$ cat src/rtl/pcpi_issue_ctrl.sv
// rtl/pcpi_issue_ctrl.sv - nibble-serial host front end that issues one PCPI instruction and reads back its result
module pcpi_issue_ctrl #(
  parameter int WAIT_TIMEOUT = 16
) (
  input  logic        clk,
  input  logic        rst_n,
  input  logic [3:0]  nib_in,
  input  logic        nib_strobe,
  input  logic        res_ack,
  output logic        pcpi_valid,
  output logic [31:0] pcpi_insn,
  input  logic        pcpi_ready,
  input  logic        pcpi_wr,
  input  logic [31:0] pcpi_rd,
  input  logic        pcpi_wait,
  output logic [3:0]  res_nib,
  output logic        res_valid,
  output logic        busy,
  output logic        err,
  output logic [2:0]  load_cnt
);

  localparam int TW = $clog2(WAIT_TIMEOUT) + 1;
  localparam logic [TW-1:0] T_LAST = TW'(WAIT_TIMEOUT - 1);

  typedef enum logic [1:0] {LOAD, ISSUE, READOUT} state_t;

  state_t        state;
  logic [2:0]    stb_sync;
  logic [2:0]    ack_sync;
  logic          stb_pulse;
  logic          ack_pulse;
  logic [31:0]   result;
  logic [2:0]    rd_cnt;
  logic [TW-1:0] tcnt;
  logic          wait_seen;

  // [0],[1] form the synchronizer, [2] is the delay stage for edge detection
  always_ff @(posedge clk or negedge rst_n) begin
    if (!rst_n) begin
      stb_sync <= '0;
      ack_sync <= '0;
    end else begin
      stb_sync <= {stb_sync[1:0], nib_strobe};
      ack_sync <= {ack_sync[1:0], res_ack};
    end
  end

  assign stb_pulse = stb_sync[1] & ~stb_sync[2];
  assign ack_pulse = ack_sync[1] & ~ack_sync[2];

  always_ff @(posedge clk or negedge rst_n) begin
    if (!rst_n) begin
      state      <= LOAD;
      pcpi_valid <= 1'b0;
      pcpi_insn  <= '0;
      result     <= '0;
      res_valid  <= 1'b0;
      err        <= 1'b0;
      busy       <= 1'b0;
      load_cnt   <= '0;
      rd_cnt     <= '0;
      tcnt       <= '0;
      wait_seen  <= 1'b0;
    end else begin
      case (state)
        LOAD: begin
          if (stb_pulse) begin
            pcpi_insn[{load_cnt, 2'b00} +: 4] <= nib_in;
            if (load_cnt == 3'd0) err <= 1'b0;
            load_cnt <= load_cnt + 3'd1;
            if (load_cnt == 3'd7) begin
              pcpi_valid <= 1'b1;
              busy       <= 1'b1;
              tcnt       <= '0;
              wait_seen  <= 1'b0;
              state      <= ISSUE;
            end
          end
        end
        ISSUE: begin
          // ready outranks a timeout landing on the same edge
          if (pcpi_ready) begin
            pcpi_valid <= 1'b0;
            busy       <= 1'b0;
            result     <= pcpi_wr ? pcpi_rd : 32'h0;
            if (pcpi_wr) begin
              res_valid <= 1'b1;
              rd_cnt    <= '0;
              state     <= READOUT;
            end else begin
              state <= LOAD;
            end
          end else if (!wait_seen && !pcpi_wait && tcnt == T_LAST) begin
            pcpi_valid <= 1'b0;
            busy       <= 1'b0;
            err        <= 1'b1;
            state      <= LOAD;
          end else begin
            if (pcpi_wait) wait_seen <= 1'b1;
            if (!wait_seen) tcnt <= tcnt + TW'(1);
          end
        end
        READOUT: begin
          if (ack_pulse) begin
            rd_cnt <= rd_cnt + 3'd1;
            if (rd_cnt == 3'd7) begin
              res_valid <= 1'b0;
              state     <= LOAD;
            end
          end
        end
        default: state <= LOAD;
      endcase
    end
  end

  assign res_nib = res_valid ? result[{rd_cnt, 2'b00} +: 4] : 4'h0;

endmodule

$ cat config.mk
export PLATFORM = sky130hd
export DESIGN_NAME = pcpi_issue_ctrl
export DESIGN_NICKNAME = d
export VERILOG_FILES = /design/src/rtl/pcpi_issue_ctrl.sv
export SDC_FILE = /design/constraint.sdc
export NUM_CORES = 1
export LEC_CHECK = 0
export CAP_MARGIN = 30
export CORE_ASPECT_RATIO = 1.4
export CORE_MARGIN = 10
export CORE_UTILIZATION = 40
export CTS_BUF_LIST = sky130_fd_sc_hd__clkbuf_8
export CTS_CLUSTER_SIZE = 10
export DETAILED_ROUTE_END_ITERATION = 8
export DONT_BUFFER_PORTS = 1
export GPL_TIMING_DRIVEN = 0
export PLACE_DENSITY = 0.65
export SYNTH_ARGS = -nofsm -noshare
export SYNTH_HDL_FRONTEND = slang
export SYNTH_SLANG_ARGS = --single-unit
$ cat constraint.sdc
create_clock -name clk -period 2.8 [get_ports clk]
set_input_delay 0.56 -clock clk [delete_from_list [all_inputs] [get_ports clk]]
set_output_delay 0.56 -clock clk [all_outputs]
set_load 0.03 [all_outputs]
## Yosys cells after proc, flatten, opt, wreduce, memory -nomap -nowiden

Cells that the tools add are included.

| word-level totals | value |
|---|---|
| memories kept | 0 |
| bits in read-only memories | 0 |
| bits in latches | 0 |
| output and inout bits | 43 |
| RAM bits | 0 |
| register bits after elaboration | 87 |
| bits of input ports | 43 |
| logic and storage cells | 100 |

| operators by class | value |
|---|---|
| $add $sub $neg | 4 |
| shift-type cells | 3 |
| divide/modulo/power cells | 0 |
| multiplexer cells | 42 |
| equality and inequality tests | 18 |
| reductions and logical operators | 17 |
| $mul | 0 |
| bitwise operators | 4 |
| $lt $le $gt $ge | 0 |

Operators by type and width:

| kind | count |
|---|---|
| $bwmux W32 | 1 |
| $mux W32 | 1 |
| $shift A4 B7 Y32 const A | 1 |
| $shiftx A32 B6 Y4 | 1 |
| $shiftx A4 B7 Y32 | 1 |
| $mux W5 | 5 |
| $ne A2 B2 Y1 const B | 12 |
| $mux W1 | 17 |
| $reduce_and A5 Y1 | 3 |
| $mux W2 | 7 |
| $reduce_and A6 Y1 | 2 |
| $pmux W5 S2 | 1 |
| $mux W3 | 3 |
| $pmux W1 S2 | 4 |
| $reduce_and A4 Y1 | 2 |
| $neg A5 Y7 | 1 |
| $add A3 B1 Y3 const B | 2 |
| $eq A3 B3 Y1 const B | 2 |
| $pmux W2 S3 | 1 |
| $pmux W3 S2 | 1 |
| $add A5 B1 Y5 const B | 1 |
| $eq A5 B4 Y1 const B | 1 |
| $mux W4 | 1 |
| $reduce_and A2 Y1 | 2 |
| other kinds (10) | 15 |

## Depth between registers and ports, before layout

Gate-level depths: netlist of the first run.

| depth | value |
|---|---|
| depth in word-level cells | 6 |
| gate-level depth with buffers | 6 |
| gate-level depth less buffers | 6 |

## Worst setup path before layout of the first run

Ideal clock, no wire load.

| timing path | value |
|---|---|
| path type | reg-to-reg |
| from | register load_cnt[0] |
| to | register pcpi_insn[24] |
| data required time | 2.672 ns |
| cell stages (with the launch flop) | 6 |
| arrival | 2.253 ns |
| clock period less this slack | 2.381 ns |
| setup time | 0.128 ns |
| slack | 0.419 ns |
| path buffers | 0 |
| cells stage by stage | dfrtp_1 > inv_1 > ha_1 > nor3b_1 > nor4b_4 > mux2_1 |

| between the ends | value |
|---|---|
| longest elaborated chain between the ends | 3 |
| elaborated cells on any way between the ends | 4 |
| those cells by class | add/sub: 1; shift: 2; mux: 1 |

Ends and longest elaborated chain:

| item | RTL line | source |
|---|---|---|
| from (decl) | 20 | `output logic [2:0] load_cnt` |
| from (signal assigned) | 71 | `load_cnt <= load_cnt + 3'd1;` |
| $neg A5 Y7 * | 69 | `pcpi_insn[{load_cnt, 2'b00} +: 4] <= nib_in;` |
| $shiftx A4 B7 Y32 / $shift A4 B7 Y32 (equally long branches) | 69 |  |
| $bwmux W32 * | 69 |  |
| to (signal, indexed assignment) | 69 |  |
| to (decl) | 11 | `output logic [31:0] pcpi_insn,` |

Every way passes the cells marked *; elsewhere a longest branch is shown, timed or not.
A chain may end at the register's enable or synchronous reset.

## Worst setup path in the final report of the first run

| timing path | value |
|---|---|
| from | register rd_cnt[2] |
| to | output port res_nib[3] |

| between the ends | value |
|---|---|
| longest elaborated chain between the ends | 2 |

Ends and longest elaborated chain:

| item | RTL line | source |
|---|---|---|
| from (decl) | 34 | `logic [2:0] rd_cnt;` |
| from (signal assigned) | 106 | `rd_cnt <= rd_cnt + 3'd1;` |
| $shiftx A32 B6 Y4 | 118 | `assign res_nib = res_valid ? result[{rd_cnt, 2'b00} +: 4] : 4'h0;` |
| $mux W4 | 118 |  |
| to (decl) | 16 | `output logic [3:0] res_nib,` |

No other way between the ends.

==> impl_results.md, run 1 <==
* EDFF count, synth at 0
* Unrepaired setup endpoints after global routing: false
* Final period util at 92.1%
* DR iter-0 viols at 68
* Clk slew on worst S/H paths at 80 ps
* Routed WL per cell at 20.9 um
* First-pass GRT wire length at 13700 um
* Initial core utilization at 40.6%
* Clock buffer depth at 2
* Worst r2r src: load_cnt[1]
* Largest net degree at the start of global routing at 88
* Place WS at 62.4 ps
* Die Wd at 103 um
* CTS tree: done
* Post-Layout Cell Count at 402
* Share of cells above drive strength 1 at 19.2%
* # diodes at 0
* Die area at 0.0139 mm2
* Nets@finish at 340
* Max Freq at 388 MHz
* Remaining DRCs at 0
* Slew Limit Fails at 0
* RR Endpoint: pcpi_insn[9]
* DRT Pass-1 Iters at 4
* Post-Place Cells at 386
* Depth of the CTS H-tree at 3
* Critical path class: reg -> out
* Synth top area share at 57.0%
* P&R area growth vs syn at 9.43%
* Worst Tran Pin Value at 899 ps
* Final setup viols at 0
* Cell area after synthesis at 0.00382 mm2
* Clk root buf: clkbuf_8
* Ys async rst share at 100%
* Most frequent cells in the layout: dfrtp_1 (86), a22o_1 (32), mux2_2 (22)
* Initial antenna violation count at 0
* CP Launch Type: register
* CP Max Fanout at 9
* Worst EP arrival at 2020 ps
* Mapped Nets at 328
* Avg Cell Area, Syn at 13.8 um2
* PwrDens at 1190 mW/mm2
* Clk_skew at 9.77 ps
* Register area share after synthesis at 57.0%
* Syn. warnings at 0
* Gr ovfl total at 0
* Drt via density at 5.72
* Relative slew slack at 39.3%
* Worst setup margin at 221 ps
* Commonest non-fill, non-tap cell in the layout: dfrtp_1
* CP required at 2240 ps
* Max_cap viols at 0
* Final-report hold violation count at 0
* Post-DP HPWL at 6370 um
* Ys flop type: dfrtp_1
* Via count at 2300
* Synth top area cells: dfrtp_1 (57%), a22o_1 (7.3%), mux2_2 (6.5%)
* Die H at 136 um
* Reg2reg setup slack at 330 ps
* IR Drop Worst-Case VDD at 0.489 mV
* Setup TNS at 0 ps
* Rows at 42
* Mapped Cells at 276
* CTS buffer count at 9
* Port Buffers at 0
* Detailed Route WL at 8380 um
* Seq cells post-synth at 87
* Overall Global Routing Usage at 12.7%
* ANT nets after route at 0
* Hold WC Path Type: in -> async
* Min Clock Period, post-route at 2580 ps
* CP Capture Type: output pin
* Distinct cells, synth at 43
* Clock Sinks at 87
* Core Area at 0.00941 mm2
* Status: finished clean
* R2R depth at 6
* Clock latency on the worst-skew pair at 350 ps
* Vias in the first global route at 2458
* IO Pins at 86
* Routability cong. at 0.765
* Leakage at 1.88 nW
* Largest area contributor in the netlist: dfrtp_1
==> critical path, cell delays in order, from the launching register on <==
cell and delay [ps]:
dfrtp_1 360, clkbuf_1 450, mux4_2 310, mux2i_1 70, nor2_1 490
==> kinds of logic after synthesis <==
kind of cell	share of synthesized area, %
DFF	57.0
and+or+nand+nor	10.1
AOI/OAI and AO/OA	11.0
muxes	15.9
buffers and inverters	2.85
adders and majority gates	2.95
xor gates and xnor gates	0.229
==> what timing repair did <==
action / in CTS / in global routing
buffers inserted: 0 / 0
hold endpoints to repair: 87 / 0
hold buffers: 1 / 0
setup endpoints to repair: 0 / 7
resized for setup: 0 / 2
==> Yosys cell counts (all sizes together) (4+ instances only) <==
cell	number
nand4b	5
dfrtp	87
ha	9
mux2	30
nand2b	4
nor4b	4
inv	13
a21oi	4
nor2	8
nand2	13
o21ai	5
clkbuf	11
mux4	8
a22o	32
mux2i	9
==> power by group <==
group          leakage (nW)  internal (mW)  switching (mW)
logic                 0.660          0.712           0.669
registers              1.11           1.78           0.953
clock network         0.105          0.426           0.425
total                  1.88           2.91            2.05
==> state kept, by name, indices dropped and copies added, names as in the netlist <==
| register | count |
|---|---|
| err | 1 |
| tcnt | 5 |
| result | 32 |
| busy | 1 |
| res_valid | 1 |
| rd_cnt | 3 |
| ack_sync | 3 |
| load_cnt | 3 |
| pcpi_insn | 32 |
| wait_seen | 1 |
| stb_sync | 3 |
| state | 2 |
==> metal layers <==
metal	wire length, um	GRT usage [%]
met1	3170	14.0
met2	4080	20.1
met4	95	5.66
met3	1030	6.08
met5	0	0
==> metrics by stage <==
stage	utilization, %	power [mW]	hold WS (ps)	instance area [um2]
2_1_floorplan	-	3.77	264	3820
3_3_place_gp	42.1	4.07	267	3960
3_5_place_dp	42.1	4.13	267	3960
4_1_cts	44.4	5.02	116	4180
5_1_grt	44.5	5.30	111	4180
6_report	44.5	4.96	103	4180
==> cell type report <==
cell class                      count  area [um2]
Fill cell                         844        5220
Tap cell                          110         138
Sequential cell                    87        2180
Inverter                           13        48.8
Clock inverter                      5        51.3
Buffer                             14        60.1
Clock buffer                       10         138
Timing Repair Buffer                1        27.5
Multi-Input combinational cell    162        1540
==> how the worst max path moves through the flow <==
stage | start | end | slack, ps | cells past startpoint
3_3_place_gp | load_cnt[0] | pcpi_insn[27] | 50 | 5
6_report | rd_cnt[2] | res_nib[3] | 220 | 4
5_1_grt | rd_cnt[2] | res_nib[0] | 50 | 4
2_1_floorplan | load_cnt[0] | pcpi_insn[24] | 420 | 5
4_1_cts | load_cnt[0] | pcpi_insn[26] | 20 | 5
3_5_place_dp | load_cnt[0] | pcpi_insn[26] | 60 | 5
Power figures use the tool's default switching activity.
==> run 2, diff against run 1 <==
--- a/config.mk
+++ b/config.mk
@@ -7,14 +7,12 @@
 export LEC_CHECK = 0
 export CAP_MARGIN = 30
 export CORE_ASPECT_RATIO = 1.4
-export CORE_MARGIN = 10
+export CORE_MARGIN = 4
 export CORE_UTILIZATION = 40
-export CTS_BUF_LIST = sky130_fd_sc_hd__clkbuf_8
 export CTS_CLUSTER_SIZE = 10
 export DETAILED_ROUTE_END_ITERATION = 8
-export DONT_BUFFER_PORTS = 1
 export GPL_TIMING_DRIVEN = 0
-export PLACE_DENSITY = 0.65
+export PLACE_DENSITY = 0.77
 export SYNTH_ARGS = -nofsm -noshare
 export SYNTH_HDL_FRONTEND = slang
 export SYNTH_SLANG_ARGS = --single-unit
==> impl_results.md, run 2 (synthesized netlist as in run 1, its figures left out) <==
* Leakage at 2.26 nW (+20%)
* IO Pins at 86 (unchanged)
* Worst r2r src: load_cnt[0]
* Detailed Route WL at 8910 um (+6.2%)
* Clk root buf: clkbuf_16
* Remaining DRCs at 0 (unchanged)
* CTS tree: done
* Largest regs: pcpi_insn x32, result x32, tcnt x5
* Die area at 0.0112 mm2 (-20%)
* Port Buffers at 85 (+85)
* CTS Hold Bufs at 0 (-1)
* Most frequent cells in the layout: dfrtp_1 (87), clkdlybuf4s50_1 (80), a22o_1 (32)
* CP Capture Type: output pin
* Status: finished clean
* Post-Place Cells at 469 (+22%)
* R2R depth at 5 (-1)
* Vias in the first global route at 2936 (+19%)
* Die Wd at 90.6 um (-12%)
* Initial core utilization at 41.6% (+0.99 points)
* Nets@finish at 424 (+25%)
* Slew Limit Fails at 0 (unchanged)
* IR Drop Worst-Case VDD at 0.559 mV (+14%)
* Final-report hold violation count at 0 (unchanged)
* Worst Tran Pin Value at 927 ps (+28.1 ps)
* Total power at 5.96 mW (+20%)
* Setup TNS at 0 ps (unchanged)
* ANT nets after route at 0 (unchanged)
* Dpl cell area at 0.00483 mm2 (+22%)
* Final setup viols at 0 (unchanged)
* Post-Layout Cell Count at 484 (+20%)
* Met3 Usage GRT at 4.05% (-2.0 points)
* Clk_skew at 5.86 ps (-3.91 ps)
* Clock latency on the worst-skew pair at 340 ps (about the same)
* Rows at 41 (-2.4%)
* Largest net degree at the start of global routing at 57 (-35%)
* Max_cap viols at 0 (unchanged)
* Clock buffer depth at 2 (unchanged)
* # diodes at 0 (unchanged)
* Multi-input logic area at 0.00154 mm2 (-0.33%)
* Reg2reg setup slack at 230 ps (-100 ps)
* Total area of sequential cells at 0.00218 mm2 (about the same)
* CP Max Fanout at 9 (unchanged)
* PwrDens at 1160 mW/mm2 (-2.0%)
* Depth of the CTS H-tree at 3 (unchanged)
* Share of cells above drive strength 1 at 15.4% (-3.8 points)
* Routed WL per cell at 18.4 um (-12%)
* DRT Pass-1 Iters at 4 (unchanged)
* Final period util at 93.6% (+1.5 points)
* Via count at 2648 (+15%)
* Relative slew slack at 37.4% (-1.9 points)
* Die H at 124 um (-8.8%)
* First-pass GRT wire length at 14600 um (+7.0%)
* Core Area at 0.00918 mm2 (-2.4%)
* Post-DP HPWL at 6710 um (+5.3%)
* DR iter-0 viols at 137 (+100%)
* Worst EP arrival at 2060 ps (+40 ps)
* Hold WC Path Type: in -> async
* Final core occ at 55.8% (+11 points)
* Routability cong. at 0.822 (+7.4%)
* CP Launch Type: register
* GR Util met2 at 30.0% (+9.9 points)
* Clk slew on worst S/H paths at 60 ps (-20 ps)
* Critical path class: reg -> out
* Overall Global Routing Usage at 16.7% (+4.1 points)
* Gr ovfl total at 0 (unchanged)
* RR Endpoint: pcpi_insn[27]
* Worst setup margin at 178 ps (-42.6 ps)
* Min Clock Period, post-route at 2620 ps (+42.6 ps)
* Unrepaired setup endpoints after global routing: false
* Initial antenna violation count at 0 (unchanged)
* Fillers at 732 (-13%)
* Most Crowded Layer GR: met2
* CTS buffer count at 9 (unchanged)
* Drt via density at 5.47 (-4.4%)
* Met1 usage at 18.0% (+3.9 points)
* Clock Sinks at 87 (unchanged)
* Place WS at 224 ps (+162 ps)
* CP required at 2240 ps (about the same)
* Final instance area at 0.00512 mm2 (+22%)
* Commonest non-fill, non-tap cell in the layout: dfrtp_1
* Max Freq at 381 MHz (-1.6%)
* Fin Hold WS at 158 ps (+55.0 ps)
* P&R area growth vs syn at 34.0%
## run 2: final cells by class
type | instances | share of cell area (%)
Sequential cell | 87 | 42.5
Inverter | 13 | 0.952
Timing Repair Buffer | 86 | 17.0
Clock inverter | 7 | 1.42
Buffer | 13 | 1.15
Multi-Input combinational cell | 162 | 30.0
Tap cell | 107 | 2.61
Clock buffer | 9 | 4.40
## run 2: worst max-delay path, cell delays in order (launching register included)
cell and delay (ps):
dfrtp_1 350, buf_4 220, mux4_2 520, mux2i_1 190, nor2_1 80, dlygate4sd2_1 360
## run 2: how the worst max path moves through the flow
stage | from | end | slack, ps | cells after the start
floorplan | load_cnt[0] | pcpi_insn[24] | 420 | 5
global placement | rst_n | pcpi_insn[16] | -1810 | 1
detailed placement | rd_cnt[1] | res_nib[2] | 220 | 5
CTS | rd_cnt[1] | res_nib[2] | 150 | 5
global route | load_cnt[0] | pcpi_insn[25] | 40 | 5
finish | rd_cnt[1] | res_nib[2] | 180 | 5
## run 2: report_power, final
group | switching [mW] | internal [mW] | leakage [nW] | total [mW]
logic | 1.36 | 1.24 | 1.00 | 2.59
clock network | 0.509 | 0.693 | 0.142 | 1.20
registers | 0.378 | 1.78 | 1.11 | 2.16
total | 2.24 | 3.71 | 2.26 | 5.96
## run 2: routing by layer
metal  vias to the layer above  wire, um
met5                         -         0
met4                         0       284
met3                        20       471
met2                        80      4680
met1                      1339      3460
li1                       1209         -
## run 2: what timing repair did
item                       4_1_cts  5_1_grt
setup endpoints to repair        4        0
gates resized for setup          5        0
buffers inserted                 0        0
==> run 3, diff against run 2 <==
--- a/config.mk
+++ b/config.mk
@@ -7,11 +7,12 @@
 export LEC_CHECK = 0
 export CAP_MARGIN = 30
 export CORE_ASPECT_RATIO = 1.4
-export CORE_MARGIN = 4
+export CORE_MARGIN = 2
 export CORE_UTILIZATION = 40
 export CTS_CLUSTER_SIZE = 10
 export DETAILED_ROUTE_END_ITERATION = 8
 export GPL_TIMING_DRIVEN = 0
+export HOLD_SLACK_MARGIN = 0.1
 export PLACE_DENSITY = 0.77
 export SYNTH_ARGS = -nofsm -noshare
 export SYNTH_HDL_FRONTEND = slang
==> impl_results.md, run 3 (synthesized netlist as in run 1, its figures left out) <==
* CP max-delay cell: mux4_2
* P&R area growth vs syn at 34.5%
* Routed WL per cell at 17.1 um (-6.8%)
* Rows at 42 (+2.4%)
* ANT nets after route at 0 (unchanged)
* CP Capture Type: output pin
* # diodes at 0 (unchanged)
* Post-DP HPWL at 6340 um (-5.6%)
* IO Pins at 86 (unchanged)
* Initial antenna violation count at 0 (unchanged)
* Hold WC Path Type: in -> async
* Metal-1 WL at 3240 um (-6.4%)
* Clock Sinks at 87 (unchanged)
* Critical path class: reg -> out
* Remaining DRCs at 0 (unchanged)
* Top Metal Used: met4
* Total power at 5.95 mW (about the same)
* Die H at 120 um (-3.2%)
* Vias in the first global route at 2817 (-4.1%)
* CP Launch Type: register
* Largest stage delay, worst path at 530 ps (about the same)
* Overall Global Routing Usage at 17.3% (+0.60 points)
* Port Buffers at 85 (unchanged)
* Met2 routed wirelength at 4430 um (-5.4%)
* PwrDens at 1160 mW/mm2 (-0.46%)
* Final period util at 92.1% (-1.5 points)
* Gr ovfl total at 0 (unchanged)
* CTS Hold Bufs at 0 (unchanged)
* Worst Tran Pin Value at 864 ps (-62.6 ps)
* Clock latency on the worst-skew pair at 340 ps (about the same)
* Via count at 2611 (-1.4%)
* CTS tree: done
* Post-Layout Cell Count at 486 (+0.41%)
* Initial core utilization at 40.9% (-0.76 points)
* Clk pwr share at 20.4% (+0.2 points)
* Drt via density at 5.37 (-1.8%)
* Final setup viols at 0 (unchanged)
* Clk root buf: clkbuf_16
* Clock buffer depth at 2 (unchanged)
* Switching pwr at 2.19 mW (-2.3%)
* Internal at 3.76 mW (+1.2%)
* Core Area at 0.00935 mm2 (+1.9%)
* Routability cong. at 0.779 (-5.2%)
* IR Drop Worst-Case VDD at 0.545 mV (-2.5%)
* Share of cells above drive strength 1 at 15.4% (+0.041 points)
* Depth of the CTS H-tree at 3 (unchanged)
* Met3 wire len at 480 um (+1.9%)
* Slew Limit Fails at 0 (unchanged)
* First-pass GRT wire length at 13600 um (-6.9%)
* Commonest non-fill, non-tap cell in the layout: dfrtp_1
* Status: finished clean
* Clk slew on worst S/H paths at 60 ps (about the same)
* Die area at 0.0104 mm2 (-7.5%)
* DRT Pass-1 Iters at 4 (unchanged)
* Largest regs: pcpi_insn x32, result x32, tcnt x5
* Max Freq at 388 MHz (+1.6%)
* Leakage at 2.26 nW (+0.36%)
* Post-Place Cells at 472 (+0.64%)
* Unrepaired setup endpoints after global routing: false
* DR iter-0 viols at 132 (-3.6%)
* CP required at 2240 ps (about the same)
* Nets@finish at 424 (unchanged)
* Net Sw Frac at 36.8% (-0.83 points)
* Flop pwr share at 36.4% (about the same)
* Comb power frac at 43.2% (-0.3 points)
* Final core occ at 55.0% (-0.82 points)
* Worst EP arrival at 2020 ps (-40 ps)
* Min Clock Period, post-route at 2580 ps (-41.6 ps)
* Relative slew slack at 41.6% (+4.2 points)
* Largest net degree at the start of global routing at 51 (-11%)
* CP Max Fanout at 9 (unchanged)
* Max_cap viols at 0 (unchanged)
* Detailed Route WL at 8330 um (-6.4%)
* Fillers at 787 (+7.5%)
* Crit-path cells: buf_4 > mux4_2 > mux2i_1 > nor2_1 > dlygate4sd2_1
* Clk_skew at 4.75 ps (-1.11 ps)
* Final-report hold violation count at 0 (unchanged)
* Most frequent cells in the layout: dfrtp_1 (87), clkdlybuf4s50_1 (80), a22o_1 (32)
* Die Wd at 86.6 um (-4.4%)
* CTS buffer count at 9 (unchanged)
## run 3: critical path, delay by kind of cell (launching register included)
| kind | cells | cell delay, ps |
|---|---|---|
| and+or+nand+nor | 1 | 80 |
| DFF | 1 | 340 |
| muxes | 2 | 680 |
| buffers and inverters | 2 | 580 |
## run 3: what timing repair did
item	4_1_cts	5_1_grt
pin swaps	0	0
endpoints found under the setup margin	4	4
buffers inserted	0	0
resized for setup	5	1
## run 3: cell type report
class	count	area, um2	area share (%)
tap	110	138	2.68
timing repair buffer	86	871	16.9
sequential	87	2180	42.3
clock buffer	11	253	4.91
clock inverter	4	55.1	1.07
inverter	13	48.8	0.949
multi-input combinational	162	1540	30.0
buffer	13	58.8	1.14
## run 3: final timing paths
kind	from	to	slack (ps)	cells past startpoint
worst min register to register	ack_sync[0]	ack_sync[1]	350	0
worst max register to register	load_cnt[0]	pcpi_insn[9]	390	6
worst max-delay path	rd_cnt[1]	res_nib[1]	220	5
worst min-delay path	rst_n	result[12]	180	1
min in group clk	ack_sync[0]	ack_sync[1]	350	0
max in group asynchronous	rst_n	pcpi_insn[22]	2000	2
## run 3: per-layer routing
metal,up-vias,global-route usage [%]
met5,-,0
met4,0,7.13
met3,14,5.50
met2,80,30.1
met1,1304,19.3
li1,1213,-
## run 3: metrics by stage
step / TNS (ps) / setup slack, ps / hold WS, ps / cell area (um2)
after floorplan: 0 / 419 / 264 / 3820
after global placement: -156840 / -1810 / 334 / 4810
after global routing: 0 / 86.5 / 227 / 5140
after CTS: 0 / 188 / 200 / 5140
after detailed placement: 0 / 226 / 336 / 4840
final: 0 / 220 / 185 / 5140
## run 3: power groups by stage
stage                     Combinational, mW  Sequential, mW  Clock, mW
after global routing                   2.76            2.23       1.29
after global placement                 2.58            2.12          0
after detailed placement               2.64            2.15          0
final                                  2.57            2.16       1.22
after CTS                              2.59            2.16       1.23
after floorplan                        1.18            2.59          0
